--- src/rtl/note_judge_if.sv ---
// Control and chart-ROM signals of the rhythm judge, seen from the judge (slave)
// and from the control FSM / chart ROM side (master).
interface note_judge_if #(
  parameter int ADDR_W = 6
);
  logic              map_i;
  logic              chance_i;
  logic              master_i;
  logic [3:0]        key_hit_i;
  logic [1:0]        note_lane_i;
  logic              note_rest_i;
  logic [ADDR_W-1:0] note_addr_o;
  logic              miss_o;
  logic              hit_o;
  logic              recover_o;
  logic              done_o;
  logic [ADDR_W:0]   hit_count_o;
  logic [7:0]        combo_o;

  modport slave (
    input  map_i, chance_i, master_i, key_hit_i, note_lane_i, note_rest_i,
    output note_addr_o, miss_o, hit_o, recover_o, done_o, hit_count_o, combo_o
  );

  modport master (
    output map_i, chance_i, master_i, key_hit_i, note_lane_i, note_rest_i,
    input  note_addr_o, miss_o, hit_o, recover_o, done_o, hit_count_o, combo_o
  );
endinterface

--- src/rtl/note_judge.sv ---
// Rhythm judge: walks the song chart one slot at a time and grades player key
// pulses against each note's lane inside the end-of-slot timing window.
module note_judge #(
  parameter int NOTE_COUNT   = 64,
  parameter int ADDR_W       = 6,
  parameter int TICK_DIV     = 50000,
  parameter int NOTE_PERIOD  = 16,
  parameter int HIT_WINDOW   = 4,
  parameter int RECOVER_HITS = 4
) (
  input  logic          clk,
  input  logic          reset,
  note_judge_if.slave   bus
);

  localparam int PW    = (TICK_DIV > 1) ? $clog2(TICK_DIV) : 1;
  localparam int PHW   = (NOTE_PERIOD > 1) ? $clog2(NOTE_PERIOD) : 1;
  localparam int RW    = $clog2(RECOVER_HITS + 1);
  localparam int WIN_M = ((HIT_WINDOW >> 1) > 0) ? (HIT_WINDOW >> 1) : 1;

  localparam logic [PW-1:0]     PRESC_LAST = PW'(TICK_DIV - 1);
  localparam logic [PHW-1:0]    PHASE_LAST = PHW'(NOTE_PERIOD - 1);
  localparam logic [PHW-1:0]    OPEN_N     = PHW'(NOTE_PERIOD - HIT_WINDOW);
  localparam logic [PHW-1:0]    OPEN_M     = PHW'(NOTE_PERIOD - WIN_M);
  localparam logic [ADDR_W-1:0] ADDR_LAST  = ADDR_W'(NOTE_COUNT - 1);
  localparam logic [RW-1:0]     REC_LAST   = RW'(RECOVER_HITS - 1);

  localparam logic [1:0] S_IDLE  = 2'd0;
  localparam logic [1:0] S_FETCH = 2'd1;
  localparam logic [1:0] S_PLAY  = 2'd2;
  localparam logic [1:0] S_DONE  = 2'd3;

  logic [1:0]        state_q, state_d;
  logic [ADDR_W-1:0] addr_q, addr_d;
  logic [PW-1:0]     presc_q, presc_d;
  logic [PHW-1:0]    phase_q, phase_d;
  logic              judged_q, judged_d;
  logic              hit_q, hit_d;
  logic              miss_q, miss_d;
  logic              rec_q, rec_d;
  logic [ADDR_W:0]   hcnt_q, hcnt_d;
  logic [7:0]        combo_q, combo_d;
  logic [RW-1:0]     rcnt_q, rcnt_d;

  logic              tick;
  logic              win_open;
  logic              judge;
  logic              key_ok;

  always_comb begin
    state_d  = state_q;
    addr_d   = addr_q;
    presc_d  = presc_q;
    phase_d  = phase_q;
    judged_d = judged_q;
    hit_d    = 1'b0;
    miss_d   = 1'b0;
    rec_d    = 1'b0;
    hcnt_d   = hcnt_q;
    combo_d  = combo_q;
    rcnt_d   = bus.chance_i ? rcnt_q : '0;
    tick     = 1'b0;
    win_open = phase_q >= (bus.master_i ? OPEN_M : OPEN_N);
    judge    = 1'b0;
    key_ok   = bus.key_hit_i == (4'b0001 << bus.note_lane_i);

    case (state_q)
      S_IDLE: begin
        addr_d = '0;
        if (bus.map_i) state_d = S_FETCH;
      end
      S_FETCH: begin
        presc_d  = '0;
        phase_d  = '0;
        judged_d = 1'b0;
        state_d  = S_PLAY;
      end
      S_PLAY: begin
        tick    = presc_q == PRESC_LAST;
        presc_d = tick ? '0 : presc_q + 1'b1;
        if (tick) phase_d = phase_q + 1'b1;
        judge = !bus.note_rest_i && !judged_q && win_open && (bus.key_hit_i != 4'b0000);
        if (judge) begin
          judged_d = 1'b1;
          hit_d    = key_ok;
          miss_d   = !key_ok;
        end
        // A key graded on the final tick wins over the unjudged-note miss.
        if (tick && phase_q == PHASE_LAST) begin
          if (!bus.note_rest_i && !judged_q && !judge) miss_d = 1'b1;
          if (addr_q == ADDR_LAST) begin
            state_d = S_DONE;
          end else begin
            addr_d  = addr_q + 1'b1;
            state_d = S_FETCH;
          end
        end
      end
      default: ;
    endcase

    if (hit_d) begin
      hcnt_d = hcnt_q + 1'b1;
      if (combo_q != 8'hFF) combo_d = combo_q + 8'd1;
      if (bus.chance_i) begin
        if (rcnt_q == REC_LAST) begin
          rec_d  = 1'b1;
          rcnt_d = '0;
        end else begin
          rcnt_d = rcnt_q + 1'b1;
        end
      end
    end
    if (miss_d) begin
      combo_d = '0;
      rcnt_d  = '0;
    end
  end

  // Dropping map is a full song abort: same effect as reset, pending pulses lost.
  always_ff @(posedge clk) begin
    if (reset || !bus.map_i) begin
      state_q  <= S_IDLE;
      addr_q   <= '0;
      presc_q  <= '0;
      phase_q  <= '0;
      judged_q <= 1'b0;
      hit_q    <= 1'b0;
      miss_q   <= 1'b0;
      rec_q    <= 1'b0;
      hcnt_q   <= '0;
      combo_q  <= '0;
      rcnt_q   <= '0;
    end else begin
      state_q  <= state_d;
      addr_q   <= addr_d;
      presc_q  <= presc_d;
      phase_q  <= phase_d;
      judged_q <= judged_d;
      hit_q    <= hit_d;
      miss_q   <= miss_d;
      rec_q    <= rec_d;
      hcnt_q   <= hcnt_d;
      combo_q  <= combo_d;
      rcnt_q   <= rcnt_d;
    end
  end

  assign bus.note_addr_o = addr_q;
  assign bus.miss_o      = miss_q;
  assign bus.hit_o       = hit_q;
  assign bus.recover_o   = rec_q;
  assign bus.done_o      = state_q == S_DONE;
  assign bus.hit_count_o = hcnt_q;
  assign bus.combo_o     = combo_q;

endmodule

--- src/flat_wrapper.sv ---
// flat-port wrapper written by rule: the top's interface ports become plain ports
module note_judge_flat 
#(
  parameter int NOTE_COUNT   = 64,
  parameter int ADDR_W       = 6,
  parameter int TICK_DIV     = 50000,
  parameter int NOTE_PERIOD  = 16,
  parameter int HIT_WINDOW   = 4,
  parameter int RECOVER_HITS = 4
)
  (clk, reset, bus_map_i, bus_chance_i, bus_master_i, bus_key_hit_i, bus_note_lane_i, bus_note_rest_i, bus_note_addr_o, bus_miss_o, bus_hit_o, bus_recover_o, bus_done_o, bus_hit_count_o, bus_combo_o);
  note_judge_if #(.ADDR_W(ADDR_W)) bus_i ();
  input  logic clk;
  input  logic reset;
  input wire logic [$bits(bus_i.map_i)-1:0] bus_map_i;
  input wire logic [$bits(bus_i.chance_i)-1:0] bus_chance_i;
  input wire logic [$bits(bus_i.master_i)-1:0] bus_master_i;
  input wire logic [$bits(bus_i.key_hit_i)-1:0] bus_key_hit_i;
  input wire logic [$bits(bus_i.note_lane_i)-1:0] bus_note_lane_i;
  input wire logic [$bits(bus_i.note_rest_i)-1:0] bus_note_rest_i;
  output wire logic [$bits(bus_i.note_addr_o)-1:0] bus_note_addr_o;
  output wire logic [$bits(bus_i.miss_o)-1:0] bus_miss_o;
  output wire logic [$bits(bus_i.hit_o)-1:0] bus_hit_o;
  output wire logic [$bits(bus_i.recover_o)-1:0] bus_recover_o;
  output wire logic [$bits(bus_i.done_o)-1:0] bus_done_o;
  output wire logic [$bits(bus_i.hit_count_o)-1:0] bus_hit_count_o;
  output wire logic [$bits(bus_i.combo_o)-1:0] bus_combo_o;
  assign bus_i.map_i = bus_map_i;
  assign bus_i.chance_i = bus_chance_i;
  assign bus_i.master_i = bus_master_i;
  assign bus_i.key_hit_i = bus_key_hit_i;
  assign bus_i.note_lane_i = bus_note_lane_i;
  assign bus_i.note_rest_i = bus_note_rest_i;
  assign bus_note_addr_o = bus_i.note_addr_o;
  assign bus_miss_o = bus_i.miss_o;
  assign bus_hit_o = bus_i.hit_o;
  assign bus_recover_o = bus_i.recover_o;
  assign bus_done_o = bus_i.done_o;
  assign bus_hit_count_o = bus_i.hit_count_o;
  assign bus_combo_o = bus_i.combo_o;
  note_judge #(.NOTE_COUNT(NOTE_COUNT), .ADDR_W(ADDR_W), .TICK_DIV(TICK_DIV), .NOTE_PERIOD(NOTE_PERIOD), .HIT_WINDOW(HIT_WINDOW), .RECOVER_HITS(RECOVER_HITS)) u_core (.clk(clk), .reset(reset), .bus(bus_i));
endmodule
--- config.mk ---
export PLATFORM = sky130hd
export DESIGN_NAME = note_judge_flat
export DESIGN_NICKNAME = d
export VERILOG_FILES = /design/src/rtl/note_judge_if.sv /design/src/rtl/note_judge.sv /design/src/flat_wrapper.sv
export SDC_FILE = /design/constraint.sdc
export NUM_CORES = 1
export LEC_CHECK = 0
export CORE_ASPECT_RATIO = 1.4
export CORE_UTILIZATION = 37
export CTS_CLUSTER_SIZE = 20
export DETAILED_ROUTE_END_ITERATION = 16
export PLACE_DENSITY_LB_ADDON = 0.05
export SYNTH_ARGS = -nofsm -noshare
export SYNTH_HDL_FRONTEND = slang
export SYNTH_SLANG_ARGS = --single-unit
export TNS_END_PERCENT = 10
--- constraint.sdc ---
create_clock -name clk -period 3.4 [get_ports clk]
set_input_delay 0.68 -clock clk [delete_from_list [all_inputs] [get_ports clk]]
set_output_delay 0.68 -clock clk [all_outputs]
set_load 0.05 [all_outputs]
* After elaboration in Yosys (flattened, before gate mapping)
Index checks and enable logic that the tools add are counted.
Widths: inputs -> output; s select.
** Storage, ports and cells
- Register bits :: 50
- Bits in latches :: 0
- RAM bits :: 0
- Bits in read-only memories :: 0
- Input port bits :: 12
- Output and inout bits :: 25
- Logic and storage cells :: 83
- Memories kept :: 0
** Cells by class
- Add/sub/neg operators :: 6
- Multiply operators :: 0
- Div/mod/pow operators :: 0
- Magnitude comparators :: 1
- Eq/ne operators :: 14
- Shift operators :: 1
- Multiplexer cells :: 25
- Bitwise gates (word level) :: 2
- Reductions and logical operators :: 23
** Operators by type and width (number)
- $pmux 16 s2 :: 1
- $add 16x1->16 const B :: 1
- $eq 16x16->1 const B :: 1
- $mux 16 :: 1
- $mux 3 :: 4
- $mux 6 :: 2
- $pmux 6 s2 :: 1
- $add 8x1->8 const B :: 1
- $mux 1 :: 8
- $mux 2 :: 4
- $ne 8x8->1 const B :: 1
- $pmux 4 s2 :: 1
- $add 7x1->7 const B :: 1
- $add 6x1->6 const B :: 1
- $eq 6x6->1 const B :: 1
- $ne 2x1->1 const B :: 3
- $pmux 2 s3 :: 1
- $reduce_and 2->1 :: 3
- $reduce_and 3->1 :: 2
- $logic_and 1x1->1 :: 5
- $logic_not 1->1 :: 5
- $add 4x1->4 const B :: 1
- $eq 2x2->1 const B :: 2
- $eq 4x4->1 :: 1
- 17 further kinds :: 20

* Logic depth before layout (Yosys ltp)
Gate-level depths: netlist (run 1).
- Depth in word-level cells :: 10
- Gate-level depth with buffers :: 8
- Depth with buffers taken out :: 7

* Least setup slack after synthesis (run 1)
OpenSTA, ideal clock, no wires.
- Path kind :: input -> register
- Start :: in bus_master_i
- End :: reg u_core.hcnt_q[5], in the netlist u_core.bus.hit_count_o[5]
- Setup time :: 0.116 ns
- Arrival :: 2.309 ns
- Data required time :: 3.284 ns
- Path slack :: 0.974 ns
- Cell stages on the path :: 6
- Buffers on the path :: 0
- Path through :: ha_1 nand2b_1 a2111o_1 a211oi_1 a21oi_1 a31o_2
** Between the ends
- Longest elaborated chain between the ends :: 6
** Ends and longest elaborated chain
- start, declared :: RTL line flat_wrapper.sv:17 : input wire logic [$bits(bus_i.master_i)-1:0] bus_master_i;
- $mux 2 :: RTL line note_judge.sv:63 : win_open = phase_q >= (bus.master_i ? OPEN_M : OPEN_N);
- $ge 4x4->1 :: RTL line note_judge.sv:63
- $logic_and 1x1->1 (2 in series) :: RTL line note_judge.sv:82 : judge = !bus.note_rest_i && !judged_q && win_open && (bus.key_hit_i != 4'b0000);
- $mux 1 :: RTL line note_judge.sv:83 : if (judge) begin
- $mux 1 :: RTL line note_judge.sv:67 : case (state_q)
- end signal, assigned :: RTL line note_judge.sv:143 : hcnt_q <= hcnt_d;
- end, declared :: RTL line note_judge.sv:41 : logic [ADDR_W:0] hcnt_q, hcnt_d;
Every way passes these cells.
A chain may end at the register's enable or synchronous reset.

* Worst setup path in the final report (run 1)
- Start :: reg u_core.presc_q[4]
- End :: reg u_core.addr_q[2], in the netlist u_core.bus.note_addr_o[2]
** Between the ends
- Longest elaborated chain between the ends :: 4
** Ends and longest elaborated chain
- start, declared :: RTL line note_judge.sv:35 : logic [PW-1:0] presc_q, presc_d;
- start signal, assigned :: RTL line note_judge.sv:137 : presc_q <= presc_d;
- $eq 16x16->1 :: RTL line note_judge.sv:79 : tick = presc_q == PRESC_LAST;
- $logic_and 1x1->1 :: RTL line note_judge.sv:89 : if (tick && phase_q == PHASE_LAST) begin
- $ne 2x1->1 (no line)
- $reduce_and 3->1 (no line)
- end signal, assigned :: RTL line note_judge.sv:136 : addr_q <= addr_d;
- end, declared :: RTL line note_judge.sv:34 : logic [ADDR_W-1:0] addr_q, addr_d;
Every way passes these cells.

==> results.yml, run 1 <==
global_route:
  grt_max_degree: 15
  grt_pass1_wl_um: 10400
  grt_pass1_vias: 2195
  antenna_found_initial: 0
  track_usage_pct: 17.6
  overflow: 0
setup_path:
  critPathBufInv: 0
  cp.depth: 5
  critPathMaxStageDelay_ns: 0.64
  arrival_ns: 2.82
  slowest_stage: "or4_1"
  reg2reg_depth: 5
  crit_chain: "or4_4 -> or4_1 -> o41a_1 -> o2bb2ai_1 -> a21o_1"
  critical_path_class: "reg2reg"
  required_ns: 3.60
  cp-start-kind: "flip-flop"
  cp_max_fo: 9
  critPathCaptureType: "flip-flop"
  cpLargestDelayFamily: "simple AND/OR/NAND/NOR gates"
synthesis:
  synth_enable_flop_cells: 0
  synth.area.top_cells: "dfxtp_1, ha_1, a21oi_1"
  yosys_warnings: 0
  ys_async_sr_fraction_pct: 0
  syn_inst: 301
  avgSynthCellArea_um2: 8.55
  synth_fa_ha_area_share_pct: 5.83
  seq_area_frac_synth_pct: 38.9
  synth_mux_area_share_pct: 2.82
  synthSimpleGateAreaFrac_pct: 28.0
  yosysTopAreaCellShare_pct: 38.9
  synth-seq-cells: 50
  synth_top_family_by_area: "simple AND/OR/NAND/NOR gates"
  synth_xor_area_share_pct: 4.76
  netlist.top_cell.by_area: "dfxtp_1"
  synth-main-ff-cell: "dfxtp_1"
  syn_area_mm2: 0.00257
  syn_nets: 325
  synth_cell_type_count: 54
  synth-compound-area-share_pct: 16.5
timing:
  fin_tns_setup_ns: 0
  setup-violations-final: 0
  rsz0062_at_grt: "false"
  slew_viol_final: 0
  clock_skew_ns: 0.00609
  fin_crit_ns: 2.62
  tightest_slew_ns: 0.769
  holdWs_ns: 0.459
  fmax_ghz: 0.382
  slew_headroom_pct: 48.2
  fin_crit_sh_pct: 77.0
  hold_viol_final: 0
power:
  peakVddDrop_mv: 0.232
  cellPowerDensity_mw_per_mm2: 332
  leakagePower_nw: 1.01
  finalPower_w: 0.00105
clock_tree:
  clk_latency_ns: 0.30
  cts_buffers: 5
  path_clk_slew_ns: 0.09
  postCtsSetupRepairBufs: 0
  clockRootBuffer: "clkbuf_8"
  cts_tree: "done"
  cts_buffer_depth: 2
  cts_resized: 0
  hold_buffers: 0
  clock_sinks: 50
  htreeDepth: 2
route:
  drc_errors: 0
  drtPass1Iterations: 4
  avgViaCountPerCell: 5.27
  wl_um: 5830
  vias: 2294
  antenna_left: 0
  drt_iter0_drc: 77
  wl_per_cell_um: 13.4
worst_hold_path:
  holdPathStages: 2
  hp-class: "reg2reg"
die:
  num_io_pins: 37
  start_util_pct: 38.7
  die_height_um: 101
  fp-row-count: 35
  fp.coreArea_mm2: 0.00666
  dieWidth_um: 72.5
  dieArea_mm2: 0.00730
final_layout:
  area_growth_pct: 22.9
  fin_nets: 366
  num_antenna_cells: 0
  final_common_cell: "dfxtp_1"
  drive_gt1_share_pct: 7.29
  fin_cells: 435
  layout_common_cells: "dfxtp_1, clkdlybuf4s50_1, nor2_1"
  n_fill_cell: 710
placement:
  gp_congestion: 0.749
  dp.cells: 427
  port_buffers: 36
  hpwl_um: 4430
run:
  drv_cap: 0
outcome:
  outcome: "finished clean"
[state kept, by name (all words and copies together), names as in the netlist]
signal / count
u_core.bus.hit_o: 1
u_core.bus.hit_count_o: 7
u_core.state_q: 2
u_core.bus.recover_o: 1
u_core.judged_q: 1
u_core.phase_q: 4
u_core.rcnt_q: 3
u_core.presc_q: 16
u_core.bus.miss_o: 1
u_core.bus.note_addr_o: 6
u_core.bus.combo_o: 8
[area by class of cell]
class | count | area [um^2] | share of cell area (%)
clock buffers | 7 | 76.3 | 2.41
well taps | 92 | 115 | 3.64
clock inverters | 1 | 30.0 | 0.949
inverters | 10 | 37.5 | 1.19
repair buffers | 43 | 413 | 13.1
multi-input cells | 232 | 1490 | 47.1
flip-flops and latches | 50 | 1000 | 31.6
[per-layer routing]
metal | routed length, um | track usage [%]
met2 | 3150 | 33.5
met3 | 147 | 3.10
met1 | 2480 | 19.9
met4 | 55 | 4.07
met5 | 0 | 0
[metrics by stage]
step | setup WS (ns) | area (um^2) | utilization (%)
after floorplan | 0.974 | 2570 | -
after global placement | 0.666 | 3060 | 45.9
after detailed placement | 0.651 | 3060 | 45.9
after CTS | 0.770 | 3160 | 47.5
after global routing | 0.667 | 3160 | 47.5
final | 0.781 | 3160 | 47.5
[final timing paths]
| path | endpoint | slack, ns | start |
|---|---|---|---|
| worst min-delay path | u_core.rcnt_q[2]$_SDFF_PP0_ | 0.46 | u_core.rcnt_q[2]$_SDFF_PP0_ |
| worst min register to register | u_core.rcnt_q[2]$_SDFF_PP0_ | 0.46 | u_core.rcnt_q[2]$_SDFF_PP0_ |
| worst max register to register | u_core.bus.note_addr_o[2]$_SDFFE_PP0P_ | 0.78 | u_core.presc_q[4]$_SDFFE_PP0P_ |
| worst max-delay path | u_core.bus.note_addr_o[2]$_SDFFE_PP0P_ | 0.78 | u_core.presc_q[4]$_SDFFE_PP0P_ |
[where the power goes]
group	switching (W)	internal (W)	total, W	leakage [nW]
Combinational	0.0000308	0.0000256	0.0000564	0.552
Sequential	0.00000120	0.000586	0.000587	0.403
Clock	0.000187	0.000220	0.000407	0.0524
[worst reg2reg max path, stage by stage (launching register included)]
cell       delay [ns]
dfxtp_1          0.36
or4_4            0.55
or4_1            0.64
o41a_1           0.62
o2bb2ai_1        0.18
a21o_1           0.17
[logic make-up after synthesis]
group | Yosys count
and+or+nand+nor | 134
DFF | 50
buffers and inverters | 19
muxes | 7
AOI/OAI and AO/OA | 65
adders and majority gates | 12
xor gates and xnor gates | 14
[synthesized netlist by cell type, drive strengths merged (5+ instances only)]
cell type  instances
nand3             13
nor3               9
mux2i              5
o21ai             11
nor2              31
ha                12
nand2             29
clkbuf             5
a21oi             27
and3               5
inv                9
nand4             11
xnor2              8
a31o               5
xor2               6
dfxtp             50
Power figures use the tool's default switching activity.
==> run 2, diff against run 1 <==
Clock period 3.4 ns to 2.3 ns, I/O delays scaled along.
==> results.yml, run 2 (same netlist as run 1, synthesis figures left out) <==
setup_path:
  critPathBufInv: 0
  arrival_ns: 2.52
  critPathCaptureType: "flip-flop"
  slowest_stage: "o41a_1"
  cpLargestDelayFamily: "simple AND/OR/NAND/NOR gates"
  critical_path_class: "reg2reg"
  critPathMaxStageDelay_ns: 0.53
  required_ns: 2.53
  crit_top_cell: "or4_4"
  cp-start-kind: "flip-flop"
  crit_chain: "or4_4 -> or4_4 -> o41a_1 -> nand3b_1 -> a21oi_1"
  cp_max_fo: 5
global_route:
  grt_max_degree: 16
  antenna_found_initial: 0
  use_met2_pct: 36.7
  grt_use_met3_pct: 2.90
  track_usage_pct: 19.0
  top_usage_layer: "met2"
  use_met1_pct: 20.6
  grt_pass1_wl_um: 10900
  overflow: 0
  grt_pass1_vias: 2394
route:
  drc_errors: 0
  antenna_left: 0
  drt_iter0_drc: 96
  wl_um: 6440
  wl_per_cell_um: 13.7
  vias: 2483
  avgViaCountPerCell: 5.29
  drtPass1Iterations: 4
timing:
  tightest_slew_ns: 0.552
  hold_viol_final: 0
  fin_crit_sh_pct: 99.6
  fin_crit_ns: 2.29
  slew_headroom_pct: 63.2
  fmax_ghz: 0.437
  clock_skew_ns: 0.0103
  slew_viol_final: 0
  rsz0062_at_grt: "true"
  setup-violations-final: 0
placement:
  gp_congestion: 0.772
  port_buffers: 36
  hpwl_um: 4780
  dp.cells: 457
  placed_area_mm2: 0.00328
final_layout:
  area_growth_pct: 34.0
  drive_gt1_share_pct: 17.5
  fin_nets: 400
  layout_common_cells: "dfxtp_1, buf_4, clkdlybuf4s50_1"
  regArea_mm2: 0.00100
  stdcell_area_mm2: 0.00345
  num_antenna_cells: 0
  multi_input_area_mm2: 0.00153
  largest_register: "u_core.presc_q"
  largest_reg_flops: 16
  final_util_pct: 51.8
  n_fill_cell: 687
  final_common_cell: "dfxtp_1"
  fin_cells: 469
power:
  finalPower_w: 0.00151
  cellPowerDensity_mw_per_mm2: 439
  peakVddDrop_mv: 0.331
  leakagePower_nw: 1.18
clock_tree:
  clock_sinks: 50
  clockRootBuffer: "clkbuf_8"
  path_clk_slew_ns: 0.10
  cts_buffer_depth: 2
  clk_latency_ns: 0.30
  cts_tree: "done"
  cts_buffers: 5
  htreeDepth: 2
run:
  drv_cap: 0
outcome:
  outcome: "finished clean"
die:
  num_io_pins: 37
  fp-row-count: 35
  fp.coreArea_mm2: 0.00666
  dieWidth_um: 72.5
  die_height_um: 101
  dieArea_mm2: 0.00730
  start_util_pct: 38.7
worst_hold_path:
  hp-class: "reg2reg"
run 2: cell types whose count changed in the layout (fill, tap and decap cells not counted), sizes merged:
cell      change
o41a          +1
clkinvlp      +2
bufinv        -1
clkbuf        -1
buf          +33
run 2: per-stage QoR:
step / TNS [ns] / hold WS (ns) / setup slack [ns]
3_3_place_gp: -3.45 / 0.445 / -0.202
3_5_place_dp: -3.88 / 0.454 / -0.222
5_1_grt: -0.325 / 0.493 / -0.0737
6_report: 0 / 0.463 / 0.00981
2_1_floorplan: -0.679 / 0.429 / -0.0857
4_1_cts: 0 / 0.468 / 0.00535
run 2: tightest hold or removal path, delay by kind of cell, from the launching register on:
kind / cells / cell delay, ns
DFF: 1 / 0.32
and+or+nand+nor: 1 / 0.06
AOI/OAI and AO/OA: 1 / 0.04
run 2: final cells by class:
class	instances	area share (%)
Timing Repair Buffer	76	19.3
Tap cell	92	3.34
Clock buffer	6	2.39
Multi-Input combinational cell	233	44.4
Inverter	10	1.20
Clock inverter	2	0.363
Sequential cell	50	29.1
run 2: path summary, 6_finish.rpt:
kind / end / slack [ns] / start / cells past startpoint
max: u_core.bus.note_addr_o[1]$_SDFFE_PP0P_ / 0.01 / u_core.presc_q[10]$_SDFFE_PP0P_ / 5
min: u_core.rcnt_q[2]$_SDFF_PP0_ / 0.46 / u_core.rcnt_q[2]$_SDFF_PP0_ / 2
max reg2reg: u_core.bus.note_addr_o[1]$_SDFFE_PP0P_ / 0.01 / u_core.presc_q[10]$_SDFFE_PP0P_ / 5
min reg2reg: u_core.rcnt_q[2]$_SDFF_PP0_ / 0.46 / u_core.rcnt_q[2]$_SDFF_PP0_ / 2
run 2: per-layer routing:
| metal | vias up | share of wire (%) |
|---|---|---|
| li1 | 1252 | - |
| met1 | 1195 | 41 |
| met2 | 28 | 55 |
| met3 | 8 | 1.8 |
| met4 | 0 | 1.5 |
| met5 | - | 0 |
run 2: timing repair:
item                                    CTS  global route
endpoints found under the hold margin     0             0
gates resized for setup                   6             5
hold buffers                              0             0
buffers inserted                          0             2
gates cloned                              2             0
endpoints found under the setup margin   32            26
pin swaps                                 6             1
run 2: power by group:
group / internal [W] / switching (W)
sequential: 0.000866 / 0.00000177
clock: 0.000243 / 0.000308
combinational: 0.0000456 / 0.0000500
